### config.mk
export PLATFORM = sky130hd
export DESIGN_NAME = random_source
export DESIGN_NICKNAME = d
export VERILOG_FILES = /design/src/rtl/random_source.sv
export SDC_FILE = /design/constraint.sdc
export NUM_CORES = 1
export LEC_CHECK = 0
export ABC_AREA = 1
export CORE_AREA = 3 3 89 133
export CTS_CLUSTER_DIAMETER = 80
export DETAILED_ROUTE_END_ITERATION = 7
export DIE_AREA = 0 0 92 136
export PLACE_DENSITY = 0.73
export SLEW_MARGIN = 20
export SYNTH_ARGS = -nofsm -noshare
export SYNTH_HDL_FRONTEND = slang
export SYNTH_SLANG_ARGS = --single-unit
### constraint.sdc
create_clock -name clk -period 2.08 [get_ports clk]
set_input_delay 0.312 -clock clk [delete_from_list [all_inputs] [get_ports clk]]
set_output_delay 0.312 -clock clk [all_outputs]
set_load 0.02 [all_outputs]
### src/rtl/random_source.sv
// ---------------------------------------------------------------------------
// random_source
// Pseudo-random number source for the mole scheduler. A free-running Galois
// LFSR is sampled through a req/ack handshake. Each accepted request yields
// one WIDTH-bit sample, zero-extended to 128 bits. The sample feeds
// tuner.number and the constant rnd_power feeds tuner.power.
//
// Ports
//   clk         in   1      system clock, rising edge
//   reset       in   1      asynchronous active-high reset
//   seed_load   in   1      load seed into the LFSR this cycle
//   seed        in   WIDTH  seed value; 0 is replaced by DEFAULT_SEED
//   req         in   1      request a new sample (sampled in IDLE only)
//   ack         in   1      consumer took rnd_number (used in HOLD only)
//   stir        in   1      (RNG_STIR_EN only) xor stir_data into the step
//   stir_data   in   WIDTH  (RNG_STIR_EN only) entropy mixed into the LFSR
//   rnd_valid   out  1      rnd_number holds a fresh sample
//   rnd_number  out  128    sample, zero-extended from WIDTH bits
//   rnd_power   out  7      constant WIDTH, drives tuner.power
//   busy        out  1      high while in STEP
//
// Configuration macro: RNG_STIR_EN adds the stir/stir_data ports.
// ---------------------------------------------------------------------------
module random_source #(
  parameter int               WIDTH        = 32,
  parameter logic [WIDTH-1:0] TAPS         = 32'h80200003,
  parameter logic [WIDTH-1:0] DEFAULT_SEED = 32'h00000001,
  parameter int               STEPS        = 4
) (
  input  logic             clk,
  input  logic             reset,
  input  logic             seed_load,
  input  logic [WIDTH-1:0] seed,
  input  logic             req,
  input  logic             ack,
`ifdef RNG_STIR_EN
  input  logic             stir,
  input  logic [WIDTH-1:0] stir_data,
`endif
  output logic             rnd_valid,
  output logic [127:0]     rnd_number,
  output logic [6:0]       rnd_power,
  output logic             busy
);

  localparam int CNT_W = (STEPS > 1) ? $clog2(STEPS) : 1;

  localparam logic [1:0] ST_IDLE = 2'd0;
  localparam logic [1:0] ST_STEP = 2'd1;
  localparam logic [1:0] ST_HOLD = 2'd2;

  logic [WIDTH-1:0] lfsr_q, lfsr_d;
  logic [WIDTH-1:0] nxt_raw;
  logic [WIDTH-1:0] step_val;
  logic [1:0]       state_q, state_d;
  logic [CNT_W-1:0] cnt_q, cnt_d;
  logic             rnd_valid_q, rnd_valid_d;
  logic [127:0]     rnd_number_q, rnd_number_d;
  logic             busy_q, busy_d;

  // Next LFSR value: Galois step, optional stir mix, zero guard, then the
  // seed load which overrides everything else.
  always_comb begin
    nxt_raw  = lfsr_q[0] ? ((lfsr_q >> 1) ^ TAPS) : (lfsr_q >> 1);
    step_val = nxt_raw;
`ifdef RNG_STIR_EN
    if (stir) begin
      step_val = nxt_raw ^ stir_data;
    end
`endif
    // An all-zero LFSR would lock up forever.
    if (step_val == '0) begin
      step_val = DEFAULT_SEED;
    end
    if (seed_load) begin
      lfsr_d = (seed == '0) ? DEFAULT_SEED : seed;
    end else begin
      lfsr_d = step_val;
    end
  end

  // Request handshake FSM. The captured sample is the value being written
  // into the LFSR on the capture edge, not the value currently held.
  always_comb begin
    state_d      = state_q;
    cnt_d        = cnt_q;
    rnd_valid_d  = rnd_valid_q;
    rnd_number_d = rnd_number_q;
    busy_d       = busy_q;
    case (state_q)
      ST_IDLE: begin
        if (req) begin
          state_d = ST_STEP;
          cnt_d   = CNT_W'(STEPS - 1);
          busy_d  = 1'b1;
        end
      end
      ST_STEP: begin
        if (cnt_q != '0) begin
          cnt_d = cnt_q - 1'b1;
        end else begin
          rnd_number_d = {{(128-WIDTH){1'b0}}, lfsr_d};
          rnd_valid_d  = 1'b1;
          busy_d       = 1'b0;
          state_d      = ST_HOLD;
        end
      end
      ST_HOLD: begin
        if (ack) begin
          rnd_valid_d = 1'b0;
          state_d     = ST_IDLE;
        end
      end
      default: begin
        state_d     = ST_IDLE;
        rnd_valid_d = 1'b0;
        busy_d      = 1'b0;
      end
    endcase
  end

  always_ff @(posedge clk or posedge reset) begin
    if (reset) begin
      lfsr_q       <= DEFAULT_SEED;
      state_q      <= ST_IDLE;
      cnt_q        <= '0;
      rnd_valid_q  <= 1'b0;
      rnd_number_q <= '0;
      busy_q       <= 1'b0;
    end else begin
      lfsr_q       <= lfsr_d;
      state_q      <= state_d;
      cnt_q        <= cnt_d;
      rnd_valid_q  <= rnd_valid_d;
      rnd_number_q <= rnd_number_d;
      busy_q       <= busy_d;
    end
  end

  assign rnd_valid  = rnd_valid_q;
  assign rnd_number = rnd_number_q;
  assign busy       = busy_q;
  assign rnd_power  = 7'(WIDTH);

endmodule

Yosys cells after proc, flatten, opt, wreduce, memory -nomap -nowiden
Cells that the tools add are included.
{"block": "op_classes", "addsub": 1, "n_eq_ne": 6, "mux": 17, "bitwise": 4, "reduce_logical": 10}
{"operator": "$mux W32", "n": 4}
{"operator": "$logic_not A32 Y1", "n": 2}
{"operator": "$reduce_and A3 Y1", "n": 4}
{"operator": "$mux W2", "n": 5}
{"operator": "$ne A2 B2 Y1 const B", "n": 4}
{"operator": "$pmux W1 S3", "n": 2}
{"operator": "$pmux W2 S3", "n": 1}
{"operator": "$mux W1", "n": 4}
{"operator": "$not A3 Y4", "n": 1}
{"operator": "$pmux W2 S2", "n": 1}
{"operator": "$reduce_bool A2 Y1", "n": 2}
{"operator": "$not A1 Y1", "n": 3}
{"operator": "$eq A2 B1 Y1 const B", "n": 1}
{"operator": "$eq A2 B2 Y1 const B", "n": 1}
{"operator": "$logic_not A2 Y1", "n": 1}
{"operator": "$reduce_and A2 Y1", "n": 1}
{"operator": "$sub A2 B1 Y2 const B", "n": 1}
{"block": "word_totals", "regBits": 70, "out_inout_bits": 137, "wordCells": 44}

Logic depth before layout (Yosys ltp)
Gate-level depths: netlist of the first run.
{"block": "depth", "ltp_word": 5, "mapped_depth": 9, "depth_no_buf": 9}

Worst setup path before layout of the first run
No wires, ideal clock.
{"block": "synth_path", "kind": "register -> register", "startpoint": "register cnt_q[0]", "endpoint": "register busy_q (netlist: busy)", "setup_ns": 0.125, "arrival_time_ns": 1.081, "required_ns": 1.955, "setup_slack_ns": 0.874, "path_stages_with_launch": 7, "cell_sequence": "dfrtp_1 inv_1 ha_1 inv_1 nand2_1 nand3_1 mux2_2"}
{"block": "synth_via", "elab_chain_cells": 3}
{"element": "from (decl)", "line": "56", "rtl": "logic [CNT_W-1:0] cnt_q, cnt_d;"}
{"element": "from (signal assigned)", "line": "133", "rtl": "cnt_q <= cnt_d;"}
{"element": "$reduce_bool A2 Y1", "line": "99", "rtl": "if (cnt_q != '0) begin"}
{"element": "$ne A2 B2 Y1 (no source line)"}
{"element": "$reduce_and A3 Y1 (no source line)"}
{"element": "to (signal assigned)", "line": "136", "rtl": "busy_q <= busy_d;"}
{"element": "to (decl)", "line": "59", "rtl": "logic busy_q, busy_d;"}
No other way between the ends.
A chain may end at the register's enable or synchronous reset.

Final worst setup path of the first run
{"block": "layout_path", "startpoint": "register rnd_number_q[0] (netlist: rnd_number[0])", "endpoint": "output port rnd_number[0]"}
{"element": "from (decl)", "line": "58", "rtl": "logic [127:0] rnd_number_q, rnd_number_d;"}
{"element": "from (signal assigned)", "line": "135", "rtl": "rnd_number_q <= rnd_number_d;"}
{"element": "to (decl)", "line": "41", "rtl": "output logic [127:0] rnd_number,"}
No word-level cell between the ends.

==> flow_summary.yaml, run 1 <==
synthesis:
  synth_cell_types: 22
  syn_area_sq_um: 3720
  yosys_warnings: 0
  synthCells: 466
  synth_ff_type: "dfrtp_1"
  ys_ff_latch: 70
  ys_top_cells_by_area: "dfrtp_1 (46%), buf_4 (21%), nand2_1 (17%)"
  syn_area_per_cell_sq_um: 7.99
  synthTopCellsByCount: "nand2_1 (166), buf_4 (103), dfrtp_1 (69)"
  synth_most_common_cell: "nand2_1"
  synth-edff-count: 0
  post-synth-top-area-cell: "dfrtp_1"
  synthDominantCellAreaShare: 0.464
  ys_seq_area_frac: 0.471
  synthArstFlopShare: 1.00
finish:
  diodes: 0
  fill_cells: 1087
  area_delta_synth_final_pct: 22.0
  ff_latch_area_sq_um: 1750
  finalNetCount: 578
  drive_above_1_share: 0.0606
  multi_input_area_sq_um: 1400
outcome:
  status: "completed"
clock_tree:
  cts_buffers: 9
  clk_pin_slew_ps: 60
  cts_root_buf: "clkbuf_16"
  cts_max_level: 3
  clockBufferDepth: 2
  cts_tree: "done"
  cts_setup_buffers: 0
  clk_latency_ps: 320
  postCtsResizedCells: 0
  clkSinkCount: 70
  holdBufCountCts: 0
timing:
  tns_ps: 0
  clock-skew-final_ps: 6.32
  hold_violations: 0
  rsz0062_at_grt: "no"
  timing.hold.ws_ps: 389
  slew_violations: 0
  setup_viol: 0
  finalCritPeriodShare: 0.785
  clock.fmax_mhz: 612
  min_period_ps: 1630
global_route:
  grt_pass1_vias: 2758
  antenna_found_initial: 0
  grt_pass1_wl_um: 13300
  grt_start_max_net_pins: 71
  grtUsageTotal: 0.136
  grt-ovfl-total: 0
worst_setup_path:
  cp_top_family: "buffers and inverters"
  arrival_ps: 1320
  reg2reg_depth: 6
  path_max_fanout: 2
  timing.critical_path.buf_inv: 1
  critPathKind: "reg -> out"
  regToRegEndpoint: "rnd_number[5]$_DFFE_PP0P_"
  path_cells: "clkdlybuf4s50_1"
  cp_slowest_cell: "clkdlybuf4s50_1"
  startpoint_type: "flip-flop"
  rrSetupSlack_ps: 530
  cp.depth: 1
  cp.required_ps: 1770
  end_kind: "primary output"
  cpPeakStageDelay_ps: 650
  timing.rr.start: "state_q[1]$_DFFE_PP0P_"
power:
  p_comb_frac: 0.372
  p_leak_nw: 2.38
  p_int_mw: 3.70
  switching_share: 0.360
  vdd_drop_max_mv: 0.578
  netSwitchingPower_mw: 2.08
  power_frac_clock: 0.284
  sequentialPowerShare: 0.345
  powerDensity_nw_per_um2: 1270
routing:
  vias: 2835
  wirelength_um: 8350
  drtPass1Iterations: 4
  wl_per_cell_um: 12.1
  drcViolationCount: 0
  antenna_left: 0
  vias_per_cell: 4.11
  drtIter0Drc: 94
min_path:
  worstHoldPathType: "in -> async"
floorplan:
  initial_core_util: 0.348
  die_h_um: 136
  rows: 46
  die_w_um: 92
  die_area_sq_um: 12500
  ioPinCount: 174
  core_sq_um: 10700
placed_design:
  port_buffers: 70
  place_congestion: 0.818
  place_hpwl_um: 6320
flow_run:
  drv_cap: 0
[worst max path at each step]
stage | startpoint | endpoint | slack (ps)
after floorplan | reset | busy$_DFFE_PP0P_ | 1
after global placement | seed_load | rnd_number[22]$_DFFE_PP0P_ | 480
after detailed placement | seed[8] | rnd_number[0]$_DFFE_PP0P_ | 450
after CTS | rnd_number[0]$_DFFE_PP0P_ | rnd_number[0] | 400
after global routing | rnd_number[0]$_DFFE_PP0P_ | rnd_number[0] | 400
final | rnd_number[0]$_DFFE_PP0P_ | rnd_number[0] | 450
[sequential cells by signal, summed over array words and instances (netlist names)]
register / flops
state_q: 2
cnt_q: 2
rnd_number: 32
rnd_valid: 1
busy: 1
lfsr_q: 32
[cell usage in the layout, fill, tap and decap left out]
master,netlist,final
buf_4,103,6
o21ai_1,2,2
inv_2,3,4
bufinv_16,0,2
inv_6,0,2
clkbuf_16,0,9
nand2_2,1,1
and2_1,1,1
nand4_1,3,3
dfrtp_1,69,69
clkinv_2,0,2
nor2_1,34,34
clkdlybuf4s50_1,0,70
a21oi_1,1,1
mux2_2,1,1
nand2_4,1,1
dfstp_2,1,1
inv_1,29,28
nand2_1,166,166
buf_12,0,1
o21ai_0,23,23
a31oi_1,1,1
conb_1,2,103
nor2_2,2,2
ha_1,1,1
clkinvlp_4,0,1
nand3_1,10,10
[per-stage QoR]
stage / setup slack (ps) / area (sq um) / utilization / std cells / power, mW
after floorplan: 1.44 / 4100 / - / 567 / 3.37
after global placement: 484 / 4220 / 0.394 / 673 / 4.13
after detailed placement: 454 / 4220 / 0.394 / 673 / 4.19
after CTS: 395 / 4540 / 0.424 / 689 / 5.88
after global routing: 400 / 4540 / 0.424 / 689 / 6.13
final: 447 / 4540 / 0.424 / 689 / 5.77
[worst register-to-register path, stage by stage, from the launching register on]
cell and delay [ps]:
dfrtp_1 430, nor2_2 250, nand2_4 70, inv_2 320, buf_4 270, nand2_1 90
nand2_1 60
[logic make-up (layout without fill, tap and decap cells)]
logic type,Yosys count,count (layout),share of synthesized area
AOI/OAI and AO/OA,27,27,0.0366
adders and majority gates,1,1,0.00336
buffers and inverters,147,125,0.254
DFF,70,70,0.471
muxes,1,1,0.00302
other,2,103,0.00202
and+or+nand+nor,218,218,0.230
[cell type report]
cell class,count,share of cell area
Inverter,32,0.0264
Timing Repair Buffer,77,0.169
Tap cell,144,0.0397
Clock inverter,7,0.0209
Sequential cell,70,0.386
Clock buffer,9,0.0496
Multi-Input combinational cell,350,0.309
[power groups by stage]
stage               clock [mW]  combinational, mW  sequential [mW]
global route              1.74               2.34             2.04
detailed placement           0               2.17             2.02
floorplan                    0               1.01             2.37
global placement             0               2.13             2.01
finish                    1.64               2.14             1.99
CTS                       1.69               2.19             2.00
[metal layers]
metal,part of all wire,global-route usage,wire length (um)
met1,0.38,0.154,3200
met2,0.50,0.239,4210
met3,0.095,0.0382,796
met4,0.018,0.0529,153
met5,0,0,0
Power figures use the tool's default switching activity.
==> inputs of run 2 (changes only) <==
PLACE_DENSITY = 0.7   (was 0.73)
clock period = 1.61 ns   (was 2.08 ns; I/O delays follow)
==> flow_summary.yaml, run 2 (synthesized netlist as in run 1, its figures left out) <==
worst_setup_path:
  cp_top_family: "buffers and inverters"
  cp.required_ps: 1370
  path_cells: "clkdlybuf4s50_1"
  critPathKind: "reg -> out"
  rrSetupSlack_ps: 320
  timing.critical_path.buf_inv: 1
  cpPeakStageDelay_ps: 640
  timing.rr.start: "cnt_q[0]$_DFFE_PP0P_"
  regToRegEndpoint: "cnt_q[1]$_DFFE_PP0P_"
  reg2reg_depth: 9
  end_kind: "primary output"
  arrival_ps: 1320
  cp_slowest_cell: "clkdlybuf4s50_1"
  path_max_fanout: 2
  startpoint_type: "flip-flop"
global_route:
  antenna_found_initial: 0
  grt-ovfl-total: 0
  grt_pass1_vias: 2669
  grtUsageTotal: 0.136
  grt_start_max_net_pins: 44
  grt_pass1_wl_um: 13200
clock_tree:
  holdBufCountCts: 0
  postCtsResizedCells: 0
  clockBufferDepth: 2
  clk_latency_ps: 330
  clk_pin_slew_ps: 60
  cts_root_buf: "clkbuf_16"
  cts_max_level: 3
  cts_buffers: 9
  cts_tree: "done"
  clkSinkCount: 70
  cts_setup_buffers: 0
routing:
  vias: 2853
  dr_wl_met2_um: 4270
  antenna_left: 0
  maxUsedRoutingLayer: "met4"
  wirelength_um: 8430
  vias_per_cell: 4.12
  dr_wl_met3_um: 742
  drcViolationCount: 0
  drtPass1Iterations: 4
  met1_length_um: 3250
  drtIter0Drc: 134
  wl_per_cell_um: 12.2
timing:
  clock.fmax_mhz: 641
  clock-skew-final_ps: 5.37
  tns_ps: 0
  finalCritPeriodShare: 0.969
  setup_viol: 0
  timing.hold.ws_ps: 258
  slew_violations: 0
  min_period_ps: 1560
  hold_violations: 0
  rsz0062_at_grt: "no"
flow_run:
  drv_cap: 0
placed_design:
  port_buffers: 70
  place_congestion: 0.829
  place_hpwl_um: 6620
  dpl_cell_area_sq_um: 4290
power:
  vdd_drop_max_mv: 0.751
  sequentialPowerShare: 0.347
  power_mw: 7.43
  p_int_mw: 4.75
  netSwitchingPower_mw: 2.68
  power_frac_clock: 0.273
  p_leak_nw: 2.40
  switching_share: 0.361
  powerDensity_nw_per_um2: 1620
  p_comb_frac: 0.381
finish:
  diodes: 0
  layout_commonest_cell: "nand2_1"
  post-route-cell-area_sq_um: 4590
  drive_above_1_share: 0.0657
  area_delta_synth_final_pct: 23.4
  finalNetCount: 581
  fill_cells: 1085
  layout_common_cells: "nand2_1 (166), conb_1 (103), clkdlybuf4s50_1 (70), dfrtp_1 (69), nor2_1 (34)"
floorplan:
  initial_core_util: 0.348
  die_w_um: 92
  die_h_um: 136
  ioPinCount: 174
  rows: 46
  core_sq_um: 10700
  die_area_sq_um: 12500
min_path:
  worstHoldPathType: "in -> async"
outcome:
  status: "completed"
## run 2: area by class of cell
type / count / area [sq um] / share of cell area
Multi-Input combinational cell: 350 / 1400 / 0.305
Sequential cell: 70 / 1750 / 0.382
Inverter: 32 / 124 / 0.0270
Timing Repair Buffer: 80 / 826 / 0.180
Clock buffer: 11 / 253 / 0.0550
Tap cell: 144 / 180 / 0.0392
Clock inverter: 5 / 56.3 / 0.0123
## run 2: layer usage
| layer | vias up | global-route usage |
|---|---|---|
| met5 | - | 0 |
| met4 | 0 | 0.0504 |
| met3 | 13 | 0.0343 |
| met2 | 161 | 0.239 |
| met1 | 1315 | 0.160 |
| li1 | 1364 | - |
## run 2: how the worst max path moves through the flow
stage | cells past startpoint | slack (ps) | from | end
2_1_floorplan | 6 | 400 | cnt_q[0]$_DFFE_PP0P_ | busy$_DFFE_PP0P_
3_3_place_gp | 6 | 80 | seed_load | rnd_number[12]$_DFFE_PP0P_
3_5_place_dp | 6 | 60 | seed_load | rnd_number[12]$_DFFE_PP0P_
4_1_cts | 1 | 10 | rnd_number[0]$_DFFE_PP0P_ | rnd_number[0]
5_1_grt | 1 | 0.7 | rnd_number[7]$_DFFE_PP0P_ | rnd_number[7]
6_report | 1 | 50 | rnd_number[0]$_DFFE_PP0P_ | rnd_number[0]
## run 2: through the flow
step,setup slack [ps],utilization,cells
2_1_floorplan,404,-,567
3_3_place_gp,84.7,0.400,676
3_5_place_dp,61.7,0.400,676
4_1_cts,12.5,0.429,692
5_1_grt,0.671,0.429,692
6_report,49.2,0.429,692
## run 2: power groups by stage
stage	combinational, mW	sequential [mW]	clock, mW
floorplan	1.30	3.06	0
global placement	2.81	2.59	0
detailed placement	2.87	2.61	0
CTS	2.88	2.58	2.10
global route	3.09	2.64	2.17
finish	2.83	2.58	2.02
